### config.mk
export PLATFORM = sky130hd
export DESIGN_NAME = stack_binop_flat
export DESIGN_NICKNAME = d
export VERILOG_FILES = /design/src/rtl/stack_binop_if.sv /design/src/rtl/stack_binop.sv /design/src/flat_wrapper.sv
export SDC_FILE = /design/constraint.sdc
export NUM_CORES = 1
export LEC_CHECK = 0
export ABC_AREA = 1
export CAP_MARGIN = 20
export CORE_UTILIZATION = 26
export DETAILED_ROUTE_END_ITERATION = 8
export DONT_BUFFER_PORTS = 1
export RECOVER_POWER = 50
export SYNTH_ARGS = -nofsm -noshare
export SYNTH_HDL_FRONTEND = slang
export SYNTH_SLANG_ARGS = --single-unit
### constraint.sdc
create_clock -name clk -period 2.8 [get_ports clk]
set_clock_uncertainty 0.05 [all_clocks]
set_input_delay 0.56 -clock clk [delete_from_list [all_inputs] [get_ports clk]]
set_output_delay 0.56 -clock clk [all_outputs]
set_load 0.01 [all_outputs]
### src/rtl/stack_binop_if.sv
`default_nettype none
// +----------------------------------------------------------------------+
// | Module      : stack_binop_if                                         |
// | Description : Request/completion and stack op/data signals between   |
// |               the decoder, stack_binop and the operand stack.        |
// | Revision    : 1.0 - initial release                                  |
// +----------------------------------------------------------------------+
interface stack_binop_if #(
  parameter int WIDTH = 8
);
  // Request side (decoder -> stack_binop)
  logic             req_valid;
  logic             req_ready;
  logic [2:0]       req_op;
  logic [WIDTH-1:0] req_imm;

  // Stack side (stack_binop <-> stack)
  logic [1:0]       stk_op;
  logic [WIDTH-1:0] stk_data;
  logic [WIDTH-1:0] stk_tos;
  logic [1:0]       stk_status;
  logic [1:0]       stk_error;

  // Completion
  logic             done;
  logic [1:0]       fault;
  logic [WIDTH-1:0] result;

  // stack_binop view
  modport master (
    input  req_valid, req_op, req_imm, stk_tos, stk_status, stk_error,
    output req_ready, stk_op, stk_data, done, fault, result
  );

  // Environment view (decoder + stack)
  modport slave (
    output req_valid, req_op, req_imm, stk_tos, stk_status, stk_error,
    input  req_ready, stk_op, stk_data, done, fault, result
  );
endinterface
`default_nettype wire

### src/rtl/stack_binop.sv
`default_nettype none
// +----------------------------------------------------------------------+
// | Module      : stack_binop                                            |
// | Description : Operand-stack client. Executes CONST (push immediate)  |
// |               or a binary ALU op on the top two stack entries by     |
// |               sequencing PUSH/POP/REPLACE, then pulses done with a   |
// |               fault code and the written result.                     |
// | Options     : STACK_BINOP_RESTORE_EN - on underflow after the POP,   |
// |               push b back so the stack keeps its prior contents.     |
// | Revision    : 1.0 - initial release                                  |
// +----------------------------------------------------------------------+
module stack_binop #(
  parameter int WIDTH = 8
) (
  input  wire logic    clk,
  input  wire logic    reset,    // asynchronous, active-low
  stack_binop_if.master io_bus
);

  // Stack op codes
  localparam logic [1:0] C_OP_NONE    = 2'd0;
  localparam logic [1:0] C_OP_PUSH    = 2'd1;
  localparam logic [1:0] C_OP_POP     = 2'd2;
  localparam logic [1:0] C_OP_REPLACE = 2'd3;
  // Stack status codes
  localparam logic [1:0] C_ST_EMPTY   = 2'd1;
  localparam logic [1:0] C_ST_FULL    = 2'd2;
  // Error / fault codes
  localparam logic [1:0] C_ERR_NONE      = 2'd0;
  localparam logic [1:0] C_ERR_UNDERFLOW = 2'd1;
  localparam logic [1:0] C_ERR_OVERFLOW  = 2'd2;
  // Request op codes
  localparam logic [2:0] C_REQ_CONST = 3'd0;
  localparam logic [2:0] C_REQ_ADD   = 3'd1;
  localparam logic [2:0] C_REQ_SUB   = 3'd2;
  localparam logic [2:0] C_REQ_AND   = 3'd3;
  localparam logic [2:0] C_REQ_OR    = 3'd4;
  localparam logic [2:0] C_REQ_XOR   = 3'd5;
  localparam logic [2:0] C_REQ_EQ    = 3'd6;
  localparam logic [2:0] C_REQ_LTU   = 3'd7;

  typedef enum logic [2:0] {
    S_IDLE = 3'd0,
    S_PUSH = 3'd1,
    S_POPB = 3'd2,
    S_EXEC = 3'd3,
    S_DONE = 3'd4
  } state_t;

  state_t           r_state;
  state_t           w_next;
  logic [2:0]       r_op;
  logic [WIDTH-1:0] r_imm;
  logic [WIDTH-1:0] r_b;
  logic [1:0]       r_fault;
  logic [WIDTH-1:0] r_result;

  logic             w_accept;
  logic             w_b_load;
  logic             w_fault_load;
  logic [1:0]       w_fault_val;
  logic             w_res_load;
  logic [WIDTH-1:0] w_res_val;
  logic [WIDTH-1:0] w_alu;
  logic [WIDTH-1:0] w_a;

  // After the POP, the new top of stack is operand a.
  assign w_a = io_bus.stk_tos;

  // ALU: f(a, b) modulo 2^WIDTH; compares yield a zero-extended 0/1.
  always_comb begin
    w_alu = '0;
    case (r_op)
      C_REQ_ADD: w_alu = w_a + r_b;
      C_REQ_SUB: w_alu = w_a - r_b;
      C_REQ_AND: w_alu = w_a & r_b;
      C_REQ_OR:  w_alu = w_a | r_b;
      C_REQ_XOR: w_alu = w_a ^ r_b;
      C_REQ_EQ:  w_alu = {{(WIDTH-1){1'b0}}, (w_a == r_b)};
      C_REQ_LTU: w_alu = {{(WIDTH-1){1'b0}}, (w_a < r_b)};
      default:   w_alu = '0;
    endcase
  end

  // Next-state, state-decoded outputs and register load enables.
  always_comb begin
    w_next           = r_state;
    w_accept         = 1'b0;
    w_b_load         = 1'b0;
    w_fault_load     = 1'b0;
    w_fault_val      = r_fault;
    w_res_load       = 1'b0;
    w_res_val        = r_result;
    io_bus.req_ready = 1'b0;
    io_bus.stk_op    = C_OP_NONE;
    io_bus.stk_data  = '0;
    io_bus.done      = 1'b0;
    io_bus.fault     = C_ERR_NONE;

    case (r_state)
      S_IDLE: begin
        io_bus.req_ready = 1'b1;
        if (io_bus.req_valid) begin
          w_accept     = 1'b1;
          w_fault_load = 1'b1;
          w_fault_val  = C_ERR_NONE;
          w_next       = (io_bus.req_op == C_REQ_CONST) ? S_PUSH : S_POPB;
        end
      end

      S_PUSH: begin
        if (io_bus.stk_status == C_ST_FULL) begin
          w_fault_load = 1'b1;
          w_fault_val  = C_ERR_OVERFLOW;
        end else begin
          io_bus.stk_op   = C_OP_PUSH;
          io_bus.stk_data = r_imm;
          w_res_load      = 1'b1;
          w_res_val       = r_imm;
        end
        w_next = S_DONE;
      end

      S_POPB: begin
        if (io_bus.stk_status == C_ST_EMPTY) begin
          w_fault_load = 1'b1;
          w_fault_val  = C_ERR_UNDERFLOW;
          w_next       = S_DONE;
        end else begin
          w_b_load      = 1'b1;
          io_bus.stk_op = C_OP_POP;
          w_next        = S_EXEC;
        end
      end

      S_EXEC: begin
        if (io_bus.stk_status == C_ST_EMPTY) begin
          w_fault_load = 1'b1;
          w_fault_val  = C_ERR_UNDERFLOW;
`ifdef STACK_BINOP_RESTORE_EN
          // Put b back so the stack looks untouched by this request.
          io_bus.stk_op   = C_OP_PUSH;
          io_bus.stk_data = r_b;
`else
          // b is dropped; the stack is left empty.
          io_bus.stk_op   = C_OP_NONE;
`endif
        end else begin
          io_bus.stk_op   = C_OP_REPLACE;
          io_bus.stk_data = w_alu;
          w_res_load      = 1'b1;
          w_res_val       = w_alu;
        end
        w_next = S_DONE;
      end

      S_DONE: begin
        io_bus.done = 1'b1;
        // A fault latched earlier wins over anything the stack reports.
        io_bus.fault = (r_fault != C_ERR_NONE) ? r_fault : io_bus.stk_error;
        w_next       = S_IDLE;
      end

      default: w_next = S_IDLE;
    endcase
  end

  assign io_bus.result = r_result;

  // State and datapath registers; reset abandons any in-flight operation.
  always_ff @(posedge clk or negedge reset) begin
    if (!reset) begin
      r_state  <= S_IDLE;
      r_op     <= '0;
      r_imm    <= '0;
      r_b      <= '0;
      r_fault  <= C_ERR_NONE;
      r_result <= '0;
    end else begin
      r_state <= w_next;
      if (w_accept) begin
        r_op  <= io_bus.req_op;
        r_imm <= io_bus.req_imm;
      end
      if (w_b_load)     r_b      <= io_bus.stk_tos;
      if (w_fault_load) r_fault  <= w_fault_val;
      if (w_res_load)   r_result <= w_res_val;
    end
  end

endmodule
`default_nettype wire
### src/flat_wrapper.sv
// flat-port wrapper written by rule: the top's interface ports become plain ports
module stack_binop_flat 
#(
  parameter int WIDTH = 8
)
  (clk, reset, io_bus_req_valid, io_bus_req_op, io_bus_req_imm, io_bus_stk_tos, io_bus_stk_status, io_bus_stk_error, io_bus_req_ready, io_bus_stk_op, io_bus_stk_data, io_bus_done, io_bus_fault, io_bus_result);
  stack_binop_if #(.WIDTH(WIDTH)) io_bus_i ();
  input  wire logic clk;
  input  wire logic reset;
  input wire logic [$bits(io_bus_i.req_valid)-1:0] io_bus_req_valid;
  input wire logic [$bits(io_bus_i.req_op)-1:0] io_bus_req_op;
  input wire logic [$bits(io_bus_i.req_imm)-1:0] io_bus_req_imm;
  input wire logic [$bits(io_bus_i.stk_tos)-1:0] io_bus_stk_tos;
  input wire logic [$bits(io_bus_i.stk_status)-1:0] io_bus_stk_status;
  input wire logic [$bits(io_bus_i.stk_error)-1:0] io_bus_stk_error;
  output wire logic [$bits(io_bus_i.req_ready)-1:0] io_bus_req_ready;
  output wire logic [$bits(io_bus_i.stk_op)-1:0] io_bus_stk_op;
  output wire logic [$bits(io_bus_i.stk_data)-1:0] io_bus_stk_data;
  output wire logic [$bits(io_bus_i.done)-1:0] io_bus_done;
  output wire logic [$bits(io_bus_i.fault)-1:0] io_bus_fault;
  output wire logic [$bits(io_bus_i.result)-1:0] io_bus_result;
  assign io_bus_i.req_valid = io_bus_req_valid;
  assign io_bus_i.req_op = io_bus_req_op;
  assign io_bus_i.req_imm = io_bus_req_imm;
  assign io_bus_i.stk_tos = io_bus_stk_tos;
  assign io_bus_i.stk_status = io_bus_stk_status;
  assign io_bus_i.stk_error = io_bus_stk_error;
  assign io_bus_req_ready = io_bus_i.req_ready;
  assign io_bus_stk_op = io_bus_i.stk_op;
  assign io_bus_stk_data = io_bus_i.stk_data;
  assign io_bus_done = io_bus_i.done;
  assign io_bus_fault = io_bus_i.fault;
  assign io_bus_result = io_bus_i.result;
  stack_binop #(.WIDTH(WIDTH)) u_core (.clk(clk), .reset(reset), .io_bus(io_bus_i));
endmodule
-- Word level (Yosys, flattened, before mapping)
Index checks and enable logic that the tools add are counted.
- $add $sub $neg: 2
- magnitude comparators: 1
- equal/unequal tests: 19
- muxes and demuxes: 32
- bitwise logic cells: 3
- reduce and logical (&&, ||, !) cells: 9
- operators by type and width (operator ; count):
    one-hot mux 8 bit (7 select lines) ; 1
    two-way mux 8 bit ; 4
    one-hot mux 8 bit (2 select lines) ; 2
    two-way mux 2 bit ; 8
    equality test 3 bit (second input constant) ; 5
    equality test 3 x 2 -> 1 bit (second input constant) ; 4
    one-hot mux 2 bit (3 select lines) ; 2
    two-way mux 1 bit ; 10
    one-hot mux 3 bit (3 select lines) ; 1
    adder 8 bit ; 1
    AND 8 bit ; 1
    equality test 8 bit ; 1
    < comparator 8 bit ; 1
    bitwise OR 8 bit ; 1
    subtractor 8 bit ; 1
    bitwise XOR 8 bit ; 1
    equality test 3 x 1 -> 1 bit (second input constant) ; 2
    logical NOT 3 bit ; 2
    two-way mux 3 bit ; 2
    inequality test 2 bit (second input constant) ; 3
    AND reduction 5 bit ; 1
    inequality test 2 x 1 -> 1 bit (second input constant) ; 2
    AND reduction 4 bit ; 1
    nonzero test 2 bit ; 2
    6 further kinds ; 7
- flip-flop bits (word level): 32
- bits of input ports: 26
- output and inout bits: 22
- logic and storage cells: 72

-- Depth between registers and ports, before layout
Gate-level depths: netlist of the first run.
- word-level depth: 4
- gate-level depth with buffers: 13
- mapped depth without buffers: 13

-- Worst setup path after synthesis of the first run
OpenSTA, ideal clock, no wires.
- kind: input to output
- start point: in io_bus_stk_tos[0]
- end point: out io_bus_stk_data[6]
- arrival: 1.862 ns
- data required time: 2.190 ns
- slack: 0.328 ns
- stages: 12
- cell sequence: inv_1 -> ha_1 -> fa_1 -> inv_1 -> nand2_1 -> nand3_1 -> nand2_1 -> nand3_1 -> nand3_1 -> nand3_1 -> nand2_1 -> nand2_1
- word-level cells in the longest chain between the ends: 4
- elaborated cells between the ends (all ways): 5
- ends and longest elaborated chain (what ; line ; source):
    from (decl) ; flat_wrapper.sv:13 ; input wire logic [$bits(io_bus_i.stk_tos)-1:0] io_bus_stk_tos;
    subtractor 8 bit or adder 8 bit (tied branches) ; stack_binop.sv:75, stack_binop.sv:74 ;
    one-hot mux 8 bit (7 select lines) * ; stack_binop.sv:73 ; case (r_op)
    two-way mux 8 bit * ; stack_binop.sv:137 ; if (io_bus.stk_status == C_ST_EMPTY) begin
    one-hot mux 8 bit (2 select lines) * ; stack_binop.sv:100 ; case (r_state)
    to (decl) ; flat_wrapper.sv:18 ; output wire logic [$bits(io_bus_i.stk_data)-1:0] io_bus_stk_data;
Every way passes the cells marked *; elsewhere a longest branch is shown, timed or not.

-- Final worst setup path of the first run
- start point: reg u_core.r_b[0]
- end point: out io_bus_stk_data[6]
- word-level cells in the longest chain between the ends: 4
- elaborated cells between the ends (all ways): 5
- ends and longest elaborated chain (what ; line ; source):
    from (decl) ; stack_binop.sv:54 ; logic [WIDTH-1:0] r_b;
    from (signal assigned) ; stack_binop.sv:185 ; if (w_b_load) r_b <= io_bus.stk_tos;
    subtractor 8 bit or adder 8 bit (tied branches) ; stack_binop.sv:75, stack_binop.sv:74 ;
    one-hot mux 8 bit (7 select lines) * ; stack_binop.sv:73 ;
    two-way mux 8 bit * ; stack_binop.sv:137 ;
    one-hot mux 8 bit (2 select lines) * ; stack_binop.sv:100 ;
Marks and branches as above.

==> metrics.txt, run 1 <==
Routed Antenna Nets=0; Placer Congestion=0.895; power after layout=0.00305 W; vias in the first global route=2246; fillcell total=1057; Cells after Synth=345; worst hold path class=in2reg; Final Cycle Share=95.1%; number of top-level pins=48; pwr dens=1060 mW/mm^2; Pre-Repair DR Iteration Count=4; initial antenna violation count=0; Fin. Hold Viols=0; max-cap violations=1; share of cells above drive strength 1=14.0%; YS warnings=0; status=complete, but fails checks; crit path DAT=2050 ps; drt total wl=6860 um; r2r setup slk=870 ps; CTS root buf=clkbuf_8; sequential area share after synthesis=31.0%; Congestion Overflow GR=0; CTS H-tree lvls=2; max frequency=375 MHz; Cell variety after synth=34; Vert. Die Dim=102 um; Post-Syn Nets=398; 1st-iter DRT viols=86; normalized max-slew margin=-18.9%; Detailed Place HPWL=5280 um; Port-buffer cells=0; CTS sink count=32; Antenna diodes=0; Leakage=1.45 nW; CP max FO=4; Initial Utilization=26.7%; post-route setup TNS=0 ps; Setup crit start kind=flop; Core Region=0.00968 sq mm; violated checks=capacitance limit, slew limit; pin count of the biggest net entering global routing=33; Setup CP Type=reg2out; fin crit period=2660 ps; clock slew at reported path FFs=80 ps; Hold WS=332 ps; Tightest Pin Transition=1780 ps; Residual DRC=0; first-pass GRT wire length=10800 um; syn_area_per_cell=7.48 sq um; Die Wd=102 um; Tot GR Track Use=13.8%; peak supply drop=0.000272 V; clk buf depth=2; via count=2270; most common cell after layout, fill and taps aside=nand2_1; CTS buffer count=5; Setup-failing EPs final=0; area delta synth->final=11.4%; Rows=36; clock tree from TritonCTS=done; most frequent cells in the layout=nand2_1 (84), inv_1 (47), nand3_1 (41), dfrtp_1 (31), nor2_1 (29); Final Max Tran Viols=33; Avg WL per Cell=14.2 um; RSZ-0062 raised after global routing=true; synthesized flop and latch total=32; CP required=2190 ps; Mapped Area=0.00258 sq mm; Clock Latency Late Sink=300 ps; Final nets=403; vias per cell=4.69; Crit. End Element=output port; die area=0.0103 sq mm
-- final timing paths --
kind,from,to,cells past startpoint
setup / recovery,u_core.r_b[0]$_DFFE_PN0P_,io_bus_stk_data[6],12
hold / removal,io_bus_stk_tos[6],u_core.r_b[6]$_DFFE_PN0P_,2
setup reg to reg,u_core.r_b[0]$_DFFE_PN0P_,u_core.io_bus.result[6]$_DFFE_PN0P_,12
hold reg to reg,u_core.r_imm[7]$_DFFE_PN0P_,u_core.r_imm[7]$_DFFE_PN0P_,1
max in group asynchronous,reset,u_core.r_b[1]$_DFFE_PN0P_,1
min in group asynchronous,reset,u_core.r_b[6]$_DFFE_PN0P_,1
-- state kept, by name, indices dropped and copies added, names as in the netlist --
register              cells
u_core.r_state            3
u_core.r_fault            2
u_core.r_op               3
u_core.r_b                8
u_core.io_bus.result      8
u_core.r_imm              8
-- layout make-up --
class,count,area (sq um),share of cell area [%]
flip-flops and latches,32,802,27.9
inverters,53,204,7.09
multi-input cells,254,1590,55.3
repair buffers,4,26.3,0.914
clock inverters,3,18.8,0.653
clock buffers,5,68.8,2.39
well taps,133,166,5.79
-- report_power, final --
part | leakage, nW | switching [W] | internal [W]
clock network | 0.0479 | 0.000200 | 0.000173
registers | 0.391 | 0.000201 | 0.000683
logic | 1.01 | 0.00112 | 0.000676
total | 1.45 | 0.00152 | 0.00153
-- synth_stat cells --
library cell	count	area share [%]
nor3_4	1	0.63
nor2_1	29	4.2
fa_1	2	1.6
a21oi_1	12	2.3
and2_1	2	0.48
o21ai_1	4	0.78
a21oi_2	1	0.34
ha_1	25	12
nand3_2	1	0.39
buf_4	2	0.58
mux2_2	5	2.2
nand3_4	1	0.68
a211oi_2	2	0.97
inv_2	4	0.58
nand2_1	86	13
inv_4	2	0.48
nand4_1	5	1.2
dfrtp_1	32	31
o2111ai_1	1	0.34
or2_0	1	0.24
nand2_4	1	0.44
buf_6	2	0.87
nand3_1	41	7.9
nor2_2	1	0.24
xor2_1	2	0.68
a22oi_2	1	0.48
inv_1	47	6.8
nand2_2	1	0.24
o22ai_1	5	1.2
nor3_1	4	0.78
o21ai_0	12	2.3
nor2_4	5	2.2
mux2_4	3	1.7
buf_2	2	0.39
-- per-layer routing --
layer	track usage (%)	vias up	wire [um]
li1	-	1123	-
met1	17.2	1087	3000
met2	22.0	52	3260
met3	4.28	8	486
met4	5.69	0	117
met5	0	-	0
-- stage by stage --
| step | instance area, sq um | cells | utilization (%) | setup WS, ps |
|---|---|---|---|---|
| 3_3_place_gp | 2710 | 473 | 28.0 | 177 |
| 4_1_cts | 2820 | 482 | 29.1 | 46.3 |
| 5_1_grt | 2880 | 484 | 29.7 | -6.36 |
| 3_5_place_dp | 2710 | 473 | 28.0 | 161 |
| 2_1_floorplan | 2580 | 345 | - | 328 |
| 6_report | 2880 | 484 | 29.7 | 136 |
-- logic make-up after synthesis --
kind of cell    share of synthesized area (%)
compound gates                           8.77
flops                                    31.0
buf+inv                                  9.74
mux                                      3.93
fa+ha+maj                                13.7
xor+xnor                                0.679
simple gates                             32.2
-- critical path, stage by stage (launching register included) --
cell and delay [ps]:
dfrtp_1 420, ha_1 220, fa_2 380, inv_1 70, nand2_1 60, nand3_1 100
nand2_1 80, nand2_1 60, nand2_1 50, nand3_1 60, nand3_1 70, nand2_1 120
nand2_2 80
-- what timing repair did --
item / CTS / global route
setup buffers: 0 / 2
endpoints found under the hold margin: 32 / 0
hold buffers: 1 / 0
resized for setup: 0 / 14
endpoints found under the setup margin: 0 / 6
No activity file was read; power rests on OpenSTA's default activity.
==> run 2, diff against run 1 <==
ABC_CLOCK_PERIOD_IN_PS = 2800   (was not set)
PLACE_DENSITY = 0.38   (was not set)
==> metrics.txt, run 2 (synthesis gave the netlist of run 1 again) <==
die area=0.0103 sq mm (unchanged); fillcell total=1057 (unchanged); Hold Startpoint=io_bus_stk_tos[1]; max-cap violations=1 (unchanged); drt total wl=7070 um (+3.0%); CP startpoint=u_core.r_b[0]$_DFFE_PN0P_; Congestion Overflow GR=0 (unchanged); initial antenna violation count=0 (unchanged); Post-Layout Cell Count=487 (+0.62%); most frequent cells in the layout=nand2_1 (81), inv_1 (47), nand3_1 (39), dfrtp_1 (31), nor2_1 (28); normalized max-slew margin=-22.8% (-3.9 points); Setup crit start kind=flop; Final nets=407 (+0.99%); vias in the first global route=2197 (-2.2%); CTS sink count=32 (unchanged); pin count of the biggest net entering global routing=33 (unchanged); Avg WL per Cell=14.5 um (+2.4%); crit path DAT=2080 ps (+30 ps); Vert. Die Dim=102 um (unchanged); clock slew at reported path FFs=70 ps (about the same); R2R cell count=6 (-6); Placer Congestion=0.787 (-12%); RSZ-0062 raised after global routing=true; share of cells above drive strength 1=17.2% (+3.3 points); Final Max Tran Viols=33 (unchanged); CP required=2190 ps (about the same); number of top-level pins=48 (unchanged); clk buf depth=2 (unchanged); area delta synth->final=13.1%; peak supply drop=0.000364 V (+34%); Core Region=0.00968 sq mm (unchanged); Setup-failing EPs final=0 (unchanged); DP Cell Count=477 (+0.85%); Pre-Repair DR Iteration Count=5 (+1); Die Wd=102 um (unchanged); worst hold path class=in2reg; CTS root buf=clkbuf_8; violated checks=capacitance limit, slew limit; 1st-iter DRT viols=109 (+27%); worst reg2reg endpoint=u_core.io_bus.result[1]$_DFFE_PN0P_; Routed Antenna Nets=0 (unchanged); Crit. End Element=output port; worst setup margin=114 ps (-22.1 ps); max frequency=372 MHz (-0.82%); critical path endpoint=io_bus_stk_data[4]; Final Cycle Share=95.9% (+0.79 points); CP max FO=4 (unchanged); Clock Latency Late Sink=290 ps (about the same); Port-buffer cells=0 (unchanged); Antenna diodes=0 (unchanged); fin crit period=2690 ps (+22.1 ps); power after layout=0.00314 W (+2.7%); Residual DRC=0 (unchanged); Leakage=1.48 nW (+1.5%); most common cell after layout, fill and taps aside=nand2_1; CTS H-tree lvls=2 (unchanged); vias per cell=4.59 (-2.1%); Tot GR Track Use=14.7% (+0.97 points); pwr dens=1070 mW/mm^2 (+1.1%); CTS buffer count=5 (unchanged); r2r setup slk=900 ps (+30 ps); Fin. Hold Viols=0 (unchanged); via count=2236 (-1.5%); Setup CP Type=reg2out; Reg-to-Reg Start=u_core.r_b[0]$_DFFE_PN0P_; worst slack, placed=139 ps (-22.8 ps); Tightest Pin Transition=1840 ps (+58.5 ps); clock tree from TritonCTS=done; Initial Utilization=26.7% (unchanged); Rows=36 (unchanged); status=complete, but fails checks; Detailed Place HPWL=5470 um (+3.6%); first-pass GRT wire length=11400 um (+6.1%)
[run 2: changes by cell type in the layout (fill, tap and decap cells not counted), sizes merged]
cell    change
buf         +4
clkinv      -3
clkbuf      +2
[run 2: worst min-delay path by stage]
stage	endpoint	slack, ps	cells past startpoint
5_1_grt	u_core.r_b[1]$_DFFE_PN0P_	330	2
2_1_floorplan	u_core.io_bus.result[0]$_DFFE_PN0P_	210	0
3_3_place_gp	u_core.r_b[2]$_DFFE_PN0P_	220	0
3_5_place_dp	u_core.r_b[2]$_DFFE_PN0P_	220	0
6_report	u_core.r_b[1]$_DFFE_PN0P_	340	2
4_1_cts	u_core.r_b[2]$_DFFE_PN0P_	50	1
[run 2: per-layer routing]
| metal | track usage (%) | vias to the layer above | share of wire (%) |
|---|---|---|---|
| met5 | 0 | - | 0 |
| met4 | 3.68 | 0 | 1.1 |
| met3 | 3.04 | 6 | 5.2 |
| met2 | 23.6 | 54 | 47 |
| met1 | 20.2 | 1049 | 47 |
| li1 | - | 1127 | - |
[run 2: cell type report]
cell class | instances | area [sq um] | area share, %
multi-input cells | 254 | 1590 | 54.6
flip-flops and latches | 32 | 802 | 27.5
inverters | 53 | 204 | 6.99
well taps | 133 | 166 | 5.70
clock buffers | 7 | 96.3 | 3.30
repair buffers | 8 | 56.3 | 1.93
[run 2: power breakdown]
group	switching (W)	internal (W)	total [W]
clock network	0.000187	0.000219	0.000406
logic	0.00115	0.000702	0.00185
registers	0.000199	0.000683	0.000881
[run 2: metrics by stage]
step           instance area [sq um]  hold WS, ps  util [%]  TNS, ps
2_1_floorplan                   2580          214         -        0
3_3_place_gp                    2740          215      28.3        0
5_1_grt                         2920          329      30.1    -3.23
4_1_cts                         2850         45.2      29.5        0
6_report                        2920          342      30.1        0
3_5_place_dp                    2740          215      28.3        0
[run 2: critical path, stage by stage, from the launching register on]
cell     delay, ps
dfrtp_1        430
ha_1           250
fa_2           390
nand3_1        100
nand3_1        110
nand2_1         80
nand3_1         80
nand4_1        140
nand2_1        100
nand2_1        130
[run 2: timing repair]
item                                    CTS  global route
buffers inserted                          0             2
resized for setup                         0            20
hold buffers                              1             0
hold endpoints to repair                 32             0
endpoints found under the setup margin    0             7
==> run 3, diff against run 2 <==
ABC_AREA = not set   (was 1)
==> metrics.txt, run 3 <==
Cell variety after synth=57 (+68%); syn_area_per_cell=8.68 sq um (+16%); Placer Congestion=0.863 (+9.8%); Critical Path Stages=7 (-2); Final Max Tran Viols=33 (unchanged); CP required=2190 ps (about the same); Core Region=0.00942 sq mm (-2.8%); Avg WL per Cell=16.9 um (+16%); Vert. Die Dim=101 um (-0.22%); most common cell after layout, fill and taps aside=dfrtp_1; crit-path cells=ha_2 -> buf_6 -> a211oi_4 -> buf_4 -> nor4b_1 -> a311o_1 -> a221o_1; Routed Antenna Nets=0 (unchanged); Net Sw Power=0.00163 W (+6.7%); via count=2168 (-3.0%); share of cells above drive strength 1=27.4% (+10 points); crit path buf inv count=2 (+2); area share of the largest cell type after synthesis=31.2% (+0.14 points); Sw Share=46.1% (-2.8 points); power after layout=0.00355 W (+13%); Post-synth top cells=dfrtp_1 (32), nand2_1 (31), ha_1 (25), inv_1 (25), o21ai_0 (23); worst hold path class=in2reg; die area=0.0103 sq mm (-0.43%); CTS buffer count=5 (unchanged); vias per cell=4.89 (+6.6%); largest area contributor in the netlist=dfrtp_1; Tightest Pin Transition=1860 ps (+22.5 ps); Setup crit start kind=flop; R2R cell count=8 (+2); Clock Latency Late Sink=300 ps (about the same); clock slew at reported path FFs=80 ps (about the same); Final nets=367 (-9.8%); Post-synth ARST share=100% (unchanged); Mapped Area=0.00257 sq mm (-0.44%); worst reg2reg endpoint=u_core.io_bus.result[3]$_DFFE_PN0P_; crit path DAT=2150 ps (+70 ps); status=complete, but fails checks; compound-gate portion of the synthesized area=19.3% (+11 points); clock tree from TritonCTS=done; peak supply drop=0.000362 V (-0.42%); Rows=35 (-2.8%); Setup CP Type=reg2out; CTS H-tree lvls=2 (unchanged); CP max FO=3 (-1); largest family of logic cells by synthesized area=simple AND/OR/NAND/NOR gates; Post-synth EDFFs=0 (unchanged); Initial Utilization=27.3% (+0.64 points); Max stage delay on crit path=420 ps (about the same); normalized max-slew margin=-24.3% (-1.5 points); Reg power frac=25.7% (-2.4 points); Port-buffer cells=0 (unchanged); Synth area leaders=dfrtp_1 (31%), ha_1 (12%), mux2_2 (4.8%); first-pass GRT wire length=12100 um (+5.7%); violated checks=capacitance limit, slew limit; top-count cell post-synth=dfrtp_1; Most used DFF post-synth=dfrtp_1; RSZ-0062 raised after global routing=true; YS warnings=0 (unchanged); Leakage=1.38 nW (-6.3%); fraction of the mapped netlist area in adder cells=13.7% (+0.060 points); area delta synth->final=21.6%; CTS root buf=clkbuf_8; post-synthesis simple-gate area fraction=20.4% (-12 points); Tot GR Track Use=15.8% (+1.1 points); Setup-failing EPs final=0 (unchanged); initial antenna violation count=0 (unchanged); Detailed Place HPWL=5720 um (+4.5%); Post-Syn Nets=349 (-12%); final instance area=0.00312 sq mm (+7.0%); Antenna diodes=0 (unchanged); mux share of post-synthesis cell area=6.38% (+2.5 points); pwr dens=1140 mW/mm^2 (+5.7%); max-cap violations=1 (unchanged); sequential area share after synthesis=31.2% (+0.14 points); Residual DRC=0 (unchanged); pin count of the biggest net entering global routing=33 (unchanged); Hold WS=321 ps (-20.4 ps); max frequency=362 MHz (-2.8%); Reg-to-Reg Start=u_core.r_b[0]$_DFFE_PN0P_; vias in the first global route=2254 (+2.6%); number of top-level pins=48 (unchanged); Congestion Overflow GR=0 (unchanged); CP startpoint=u_core.r_b[0]$_DFFE_PN0P_; synthesized flop and latch total=32 (unchanged); Fin. Hold Viols=0 (unchanged); r2r setup slk=610 ps (-290 ps); delay-heaviest family, CP=compound AO/OA/AOI/OAI gates; Final Cycle Share=98.7% (+2.8 points); XOR/XNOR share of the synthesized area=1.70% (+1.0 points); DP Area=0.00279 sq mm (+2.1%); Comb power frac=62.6% (+3.7 points); fin crit period=2760 ps (+78.3 ps); post-route setup TNS=0 ps (unchanged); 1st-iter DRT viols=88 (-19%); Worst path slowest cell=dfrtp_1; most frequent cells in the layout=dfrtp_1 (31), nand2_1 (30), buf_4 (23), inv_1 (22), nor2_1 (20); Cells after Synth=296 (-14%); Internal Power=0.00191 W (+19%); drt total wl=7490 um (+6.0%); Hold Startpoint=io_bus_stk_tos[0]; clk buf depth=2 (unchanged); Pre-Repair DR Iteration Count=4 (-1); CTS sink count=32 (unchanged); Die Wd=101 um (-0.22%); clock share of power=11.8% (-1.2 points); Crit. End Element=output port; critical path endpoint=io_bus_stk_data[3]
## run 3: power by group through the flow
| stage | sequential, W | clock [W] | combinational (W) |
|---|---|---|---|
| 6_report | 0.000911 | 0.000417 | 0.00222 |
| 5_1_grt | 0.000947 | 0.000447 | 0.00247 |
| 4_1_cts | 0.000905 | 0.000434 | 0.00210 |
| 3_5_place_dp | 0.000914 | 0 | 0.00190 |
| 3_3_place_gp | 0.000914 | 0 | 0.00191 |
| 2_1_floorplan | 0.000834 | 0 | 0.00144 |
## run 3: worst reg2reg max path: cells and delay by family, from the launching register on
kind | cells | cell delay (ps)
compound gates | 4 | 1080
flops | 1 | 420
buf+inv | 2 | 280
fa+ha+maj | 1 | 210
simple gates | 1 | 50
## run 3: worst min path at each step
stage,to,slack [ps],cells past startpoint
global route,u_core.r_b[3]$_DFFE_PN0P_,320,2
global placement,u_core.r_b[6]$_DFFE_PN0P_,220,0
CTS,u_core.r_op[1]$_DFFE_PN0P_,40,1
floorplan,u_core.io_bus.result[0]$_DFFE_PN0P_,210,0
finish,u_core.r_b[0]$_DFFE_PN0P_,320,2
detailed placement,u_core.r_b[6]$_DFFE_PN0P_,220,0
## run 3: logic make-up after synthesis
family          count (synthesis)
flops                          32
simple gates                   99
buf+inv                        40
compound gates                 78
fa+ha+maj                      27
mux                            15
xor+xnor                        5
## run 3: final cells by class
class | count | area [sq um]
Clock buffer | 7 | 96.3
Sequential cell | 32 | 802
Fill cell | 994 | 6290
Tap cell | 129 | 161
Multi-Input combinational cell | 224 | 1780
Inverter | 25 | 93.8
Timing Repair Buffer | 26 | 193
## run 3: per-layer routing
layer / track usage (%) / routed length, um
met1: 21.1 / 3590
met2: 25.7 / 3430
met3: 4.14 / 394
met4: 3.57 / 70
met5: 0 / 0
## run 3: stage by stage
stage	worst slack (ps)	cells	util (%)
after detailed placement	-87.3	431	29.7
after floorplan	181	296	-
after CTS	-29.3	441	32.4
after global placement	-114	431	29.7
after global routing	-70.6	443	33.2
final	35.7	443	33.2
## run 3: repair_timing
action / 4_1_cts / 5_1_grt
hold endpoints to repair: 32 / 0
hold buffers: 1 / 0
gates resized for setup: 29 / 21
buffers inserted: 2 / 2
setup endpoints to repair: 7 / 6
pin swaps: 12 / 10
